## config.mk

```make
export PLATFORM = sky130hd
export DESIGN_NAME = draw_cmd_arbiter
export DESIGN_NICKNAME = d
export VERILOG_FILES = /design/src/rtl/draw_cmd_arbiter.sv
export SDC_FILE = /design/constraint.sdc
export NUM_CORES = 1
export LEC_CHECK = 0
export CORE_MARGIN = 2
export CORE_UTILIZATION = 53
export CTS_BUF_LIST = sky130_fd_sc_hd__clkbuf_4
export DETAILED_ROUTE_END_ITERATION = 12
export MAX_ROUTING_LAYER = met4
export PLACE_DENSITY_LB_ADDON = 0.08
export SLEW_MARGIN = 40
export SYNTH_ARGS = -nofsm -noshare
export SYNTH_HDL_FRONTEND = slang
export SYNTH_SLANG_ARGS = --single-unit
export TNS_END_PERCENT = 1
```

## constraint.sdc

```tcl
create_clock -name clk -period 4.3 [get_ports clk]
set_clock_uncertainty 0.2 [all_clocks]
set_input_delay 0.86 -clock clk [delete_from_list [all_inputs] [get_ports clk]]
set_output_delay 0.86 -clock clk [all_outputs]
set_load 0.01 [all_outputs]
```

## src/rtl/draw_cmd_arbiter.sv

```systemverilog
// Two-requester arbiter for the command-processor byte bus: accepts one draw
// command per handshake, emits its bytes back to back, then idles a gap.

module draw_cmd_req_fmt (
  input  logic [1:0] i_op,
  input  logic       i_clr,
  input  logic [2:0] i_p0,
  output logic [7:0] o_byte0,
  output logic [1:0] o_last,
  output logic       o_noop
);
  always_comb begin
    o_noop  = (i_op == 2'b00);
    o_byte0 = {1'b1, i_op, 2'b00, i_p0};
    o_last  = 2'd3;
    if (i_op == 2'b01) begin
      if (i_clr) begin
        o_byte0 = 8'hBF;
        o_last  = 2'd0;
      end else begin
        o_last  = 2'd1;
      end
    end
  end
endmodule

module draw_cmd_arbiter #(
  parameter int GAP_CYCLES = 1,
  parameter bit FIXED_PRIO = 1'b0
) (
  input  logic        clk,
  input  logic        rst,
  input  logic [1:0]  req_valid,
  output logic [1:0]  req_ready,
  input  logic [3:0]  req_cmd,
  input  logic [1:0]  req_clr,
  input  logic [23:0] req_par,
  output logic [7:0]  out_byte,
  output logic        busy,
  output logic        grant_id,
  output logic        cmd_done
);
  localparam int         GAP      = (GAP_CYCLES < 1) ? 1 : ((GAP_CYCLES > 7) ? 7 : GAP_CYCLES);
  localparam logic [2:0] GAP_LOAD = 3'(GAP - 1);

  localparam logic [1:0] S_IDLE = 2'd0;
  localparam logic [1:0] S_SEND = 2'd1;
  localparam logic [1:0] S_GAP  = 2'd2;

  logic [1:0]      r_state;
  logic [7:0]      r_out;
  logic [1:0]      r_cnt;
  logic [1:0]      r_last;
  logic [8:0]      r_par;   // p3..p1; p0 already went out in byte0
  logic [2:0]      r_gcnt;
  logic            r_rr;
  logic            r_grant;
  logic            r_done;

  logic [1:0][7:0] w_byte0;
  logic [1:0][1:0] w_last;
  logic [1:0]      w_noop;
  logic            w_sel;
  logic            w_xfer;
  logic [11:0]     w_par;
  logic [1:0]      w_nxt;
  logic [2:0]      w_pk;

  for (genvar g = 0; g < 2; g++) begin : g_req
    draw_cmd_req_fmt u_fmt (
      .i_op    (req_cmd[2*g +: 2]),
      .i_clr   (req_clr[g]),
      .i_p0    (req_par[12*g +: 3]),
      .o_byte0 (w_byte0[g]),
      .o_last  (w_last[g]),
      .o_noop  (w_noop[g])
    );
  end

  always_comb begin
    if (req_valid == 2'b11) w_sel = FIXED_PRIO ? 1'b0 : r_rr;
    else                    w_sel = req_valid[1];
    req_ready = 2'b00;
    if (r_state == S_IDLE && !rst && req_valid != 2'b00) req_ready[w_sel] = 1'b1;
  end

  assign w_xfer = |req_ready;
  assign w_par  = w_sel ? req_par[23:12] : req_par[11:0];
  assign w_nxt  = r_cnt + 2'd1;

  always_comb begin
    case (w_nxt)
      2'd1:    w_pk = r_par[2:0];
      2'd2:    w_pk = r_par[5:3];
      2'd3:    w_pk = r_par[8:6];
      default: w_pk = 3'd0;
    endcase
  end

  always_ff @(posedge clk or posedge rst) begin
    if (rst) begin
      r_state <= S_IDLE;
      r_out   <= 8'h00;
      r_cnt   <= 2'd0;
      r_last  <= 2'd0;
      r_par   <= 9'd0;
      r_gcnt  <= 3'd0;
      r_rr    <= 1'b0;
      r_grant <= 1'b0;
      r_done  <= 1'b0;
    end else begin
      r_done <= 1'b0;
      case (r_state)
        S_IDLE: if (w_xfer) begin
          r_grant <= w_sel;
          r_rr    <= ~w_sel;
          // NO_OP completes the handshake but never reaches the bus
          if (!w_noop[w_sel]) begin
            r_state <= S_SEND;
            r_out   <= w_byte0[w_sel];
            r_last  <= w_last[w_sel];
            r_par   <= w_par[11:3];
            r_cnt   <= 2'd0;
          end
        end
        S_SEND: if (r_cnt == r_last) begin
          r_state <= S_GAP;
          r_out   <= 8'h00;
          r_done  <= 1'b1;
          r_gcnt  <= GAP_LOAD;
        end else begin
          r_cnt <= w_nxt;
          r_out <= {5'b10000, w_pk};
        end
        S_GAP: if (r_gcnt == 3'd0) r_state <= S_IDLE;
               else                r_gcnt  <= r_gcnt - 3'd1;
        default: r_state <= S_IDLE;
      endcase
    end
  end

  assign out_byte = r_out;
  assign busy     = (r_state != S_IDLE);
  assign grant_id = r_grant;
  assign cmd_done = r_done;
endmodule

```

== Word level (Yosys, flattened, before mapping) ==
Cells that the tools add are included.

* Register bits after elaboration: 29
* Bits of input ports: 34
* Logic and storage cells: 87

* Add/subtract/negate cells: 2
* Magnitude comparators: 2
* Eq/ne operators: 15
* Multiplexer cells: 38
* Bitwise logic cells: 2
* Reduce and logical (&&, ||, !) cells: 19

{| class="wikitable"
|+ Operator list
! operator !! number
|-
| 2-to-1 mux 8 bit || 7
|-
| 2-to-1 mux 2 bit || 12
|-
| case mux 8 bit (2 select lines) || 1
|-
| 2-to-1 mux 7 bit || 2
|-
| 2-to-1 mux 12 bit || 1
|-
| != test 2 bit (second input constant) || 6
|-
| case mux 3 bit (3 select lines) || 1
|-
| AND reduction 3 bit || 3
|-
| == test 2 x 1 -> 1 bit (second input constant) || 4
|-
| == test 2 bit (second input constant) || 4
|-
| 2-to-1 mux 1 bit || 8
|-
| AND reduction 4 bit || 2
|-
| nonzero test 2 bit || 4
|-
| zero test 2 bit || 3
|-
| 2-to-1 mux 3 bit || 2
|-
| case mux 2 bit (3 select lines) || 1
|-
| case mux 3 bit (2 select lines) || 1
|-
| case mux 2 bit (2 select lines) || 1
|-
| logical AND 1 bit || 3
|-
| zero test 3 bit || 1
|-
| subtractor 3 x 1 -> 3 bit (second input constant) || 1
|-
| adder 2 x 1 -> 2 bit (second input constant) || 1
|-
| == test 2 bit || 1
|-
| less-than comparator 1 x 2 -> 1 bit (second input constant) || 1
|-
| other kinds (6) || 7
|}

== Logic depth before layout (Yosys ltp) ==
* Word-level depth: 10
* Mapped depth: 7
* Mapped depth without buffers: 7

== Cells and area by module ==
From an unflattened synthesis, not the netlist that was laid out.

* Cell total of the unflattened synthesis: 185
* Area total of the unflattened synthesis: 1769.2 um^2

{| class="wikitable"
|+ Modules (own cells, without submodules)
! module !! instances !! cells an instance !! area each (um^2) !! seq. area each (um^2)
|-
| draw_cmd_arbiter || 1 || 161 || 1611.5 || 725.7
|-
| draw_cmd_req_fmt || 2 || 12 || 78.8 || 0.0
|}

== Least setup slack after synthesis ==
OpenSTA, ideal clock, no wires.

* Path kind: input-to-output
* Start: input req_valid[1]
* End: output req_ready[1]
* Arrival: 1531 ps
* Slack: 1709 ps
* Stages: 3
* Buffers on the path: 1
* Cells stage by stage: buf_2 -> nand2_1 -> nor3_1

* Cells in the longest elaborated chain, start to end: 7
* Elaborated cells on any way between the ends: 10
* Classes of those cells: 2 x order compare; 1 x eq/ne; 4 x mux; 3 x reduce/logical

{| class="wikitable"
|+ RTL lines
! item !! line !! RTL
|-
| start: declaration || 33 || <nowiki>input logic [1:0] req_valid,</nowiki>
|-
| == test 2 bit || 81 || <nowiki>if (req_valid == 2'b11) w_sel = FIXED_PRIO ? 1'b0 : r_rr;</nowiki>
|-
| 2-to-1 mux 1 bit || 81 ||
|-
| less-than comparator 1 x 2 -> 1 bit (not written as such) or >= comparator 1 bit (tied branches) || 84 || <nowiki>if (r_state == S_IDLE && !rst && req_valid != 2'b00) req_ready[w_sel] = 1'b1;</nowiki>
|-
| logical AND 1 bit (not written as such) || 84 ||
|-
| 2-to-1 mux 1 bit (not written as such) || 84 ||
|-
| demux 1 bit (select 1 bit) || 84 ||
|-
| 2-to-1 mux 2 bit * || 84 ||
|-
| end: declaration || 34 || <nowiki>output logic [1:0] req_ready,</nowiki>
|}

Every way passes the cells marked *; elsewhere a longest branch is shown, timed or not.

== Final worst setup path ==
* Start: input req_valid[0]
* End: output req_ready[1]

The elaborated chain is that of the path after synthesis.

==> results.md <==
* WL final at roughly 3900 um
* Clock-pin slew on the worst setup and hold paths at roughly 0.15 ns
* Layout cell share with drive strength beyond 1 at 0.119
* Setup-failing EPs final at 0
* Dpl ws at approximately 0.66 ns
* Die W at ~60 um
* Clk buf depth at 2
* Static Leak at about 0.89 nW
* Die area at between 3000 and 4000 um^2
* Final antenna-violating net count at 0
* Initial Utilization at 0.554
* Total placed instance area at around 2200 um^2
* Hold Crit Class: flip-flop to flip-flop
* Syn avg cell area at around 11 um^2
* Clk_lat worst skew at approximately 0.33 ns
* Setup TNS at 0 ns
* Kind of critical path: primary input to output pin
* Grt ovf at 0
* Synth Instances at between 150 and 200
* Max Cap Viol at 0
* Peak supply drop at ~0.28 mV
* Setup crit start kind: primary input
* Row Count at 20
* H-tree levels at 1
* CTS Sinks at 28
* Post-Syn Area at between 1500 and 2000 um^2
* CTS resizes at 0
* Yosys warns at 0
* # IOs at 47
* Die height at 60.5 um
* Final clock period utilization by the worst path at 0.847
* Proportion of netlist area held by the largest area contributor at 0.415
* Vias per Instance at 5.96
* Final Hold Viols at 0
* Post-synthesis sequential area ratio at 0.415
* Global-route wire length before repair at approximately 6100 um
* Filler Cells Inserted at approximately 240
* DRC at 0
* Core footprint at approximately 3000 um^2
* Via count at about 1.5k
* Maximum clock rate at 0.274 GHz
* First drt pass iteration count at 6
* Outcome: complete, no violations
* CTS root buffer: clkbuf_4
* Layout area overhead at 30.4%
* Pins Over Slew Limit at 0
* Final worst-path setup slack at approximately 0.66 ns
* Pin count of the biggest net entering global routing at 29
* Vias in the first global route at ~1.4k
* Least-Margin Pin Slew at about 0.6 ns
* RSZ-0062 raised after global routing: no
* Count of input and output buffers at 46
* N_diodes at 0
* Power Density at between 500 and 600 nW/um^2
* Critical Path RT at 3.24 ns
* Arrival time at the worst endpoint at approximately 2.6 ns
* Routed WL per cell at around 16 um
* CP Max Fanout at 7
* Fin crit period at around 3.6 ns
* Fin area at between 2000 and 2500 um^2
* HPWL Detailed at roughly 2900 um
* Worst slew margin at 0.588
* Fin nets at between 200 and 250
* Initial antenna violation count at 0
* Hold_buf cts at 0
* CTS tree: yes
* DRT iter0 DRCs at about 100
* CP Capture Type: output pin
* Largest area contributor in the netlist: dfrtp_1
* Total CTS buffers at 3
* #FFs+latches synth at 28
* Distinct cells, synth at between 40 and 50
* Post-synth net total at roughly 200
* Top post-synthesis cells by area: dfrtp_1 41%, mux2i_1 5.9%, a21oi_2 5.2%, ha_1 4.4%, nor3_1 3.6%
* Post-CTS Setup Bufs at 0
* Gp weighted congestion at 0.847
* GRT Util Overall at 0.231
## sequential cells by signal, indices dropped and copies added (netlist names)
| signal | count |
|---|---|
| r_par | 9 |
| out_byte | 7 |
| r_gcnt | 3 |
| r_cnt | 2 |
| r_last | 2 |
| r_state | 2 |
| cmd_done | 1 |
| grant_id | 1 |
| r_rr | 1 |
## path summary, 6_finish.rpt
path,startpoint,end,slack (ns),depth (start not counted)
setup / recovery,req_valid[0],req_ready[1],0.66,5
hold / removal,grant_id,grant_id,0.29,1
setup reg to reg,r_state[0],out_byte[5],2.00,4
hold reg to reg,grant_id,grant_id,0.29,1
max in group asynchronous,rst,r_par[4],2.72,2
min in group asynchronous,rst,grant_id,0.80,2
## cell usage after synthesis, drive strengths merged
cell type   n
nor2b       4
a311oi      1
nand2       5
buf         7
o2bb2ai     2
dfrtp      28
nand2b      2
mux2i      10
ha          6
a21oi      16
o21ai      11
or2b        1
and3b       2
and3        1
nor2        1
nand3b      3
a21o        1
mux2        4
o22ai       4
o211ai      1
inv        10
nor3       13
or2         2
o22a        1
a31oi       1
nand3       5
a211oi      3
o2111ai     2
o2111a      2
o221ai      1
xor2        2
a222oi      3
o41ai       3
clkbuf      1
## critical path, cell delays in order
cell	delay, ns
clkdlybuf4s50_1	0.56
nand2b_2	0.24
nand2_1	0.09
nor3_1	0.25
clkdlybuf4s50_1	0.58
## metal layers
layer | GRT usage | share of wire
met1 | 0.256 | 0.40
met2 | 0.407 | 0.49
met3 | 0.0426 | 0.079
met4 | 0.0963 | 0.030
met5 | - | 0
## metrics by stage
step,hold WS (ns),power [mW],utilization,cells
6_report,0.293,1.29,0.722,246
5_1_grt,0.323,1.38,0.722,246
4_1_cts,0.299,1.30,0.722,246
3_5_place_dp,0.265,1.12,0.705,242
3_3_place_gp,0.264,1.10,0.705,242
2_1_floorplan,0.293,0.910,-,159
## report_power, final
group	internal, mW	switching, mW
Sequential	0.373	0.0977
Clock	0.0944	0.0811
Combinational	0.319	0.329
Total	0.785	0.507
## logic make-up (layout without fill, tap and decap cells)
family	count (synthesis)	in the layout	synth area share
compound gates	52	52	0.246
simple gates	39	39	0.140
flops	28	28	0.415
buf+inv	18	61	0.0585
mux	14	14	0.0859
fa+ha+maj	6	6	0.0444
xor+xnor	2	2	0.0104
## layout by cell type (no fill, tap or decap), types with 4 or more instances in the layout
cell type	n
a21oi_1	6
a21oi_2	10
clkdlybuf4s50_1	46
dfrtp_1	28
ha_1	6
inv_1	9
mux2i_1	10
nand2_1	5
nand3_1	4
nor2b_1	4
nor3_1	12
o21ai_0	11
o22ai_1	4
## area by class of cell
class / instances / area [um^2] / share of cell area
well taps: 44 / 55.1 / 0.0250
flip-flops and latches: 28 / 701 / 0.318
clock buffers: 3 / 22.5 / 0.0102
inverters: 10 / 37.5 / 0.0170
multi-input cells: 113 / 891 / 0.404
clock inverters: 1 / 30.0 / 0.0136
repair buffers: 47 / 468 / 0.212
Note: power is estimated with default switching activity, not from simulation.
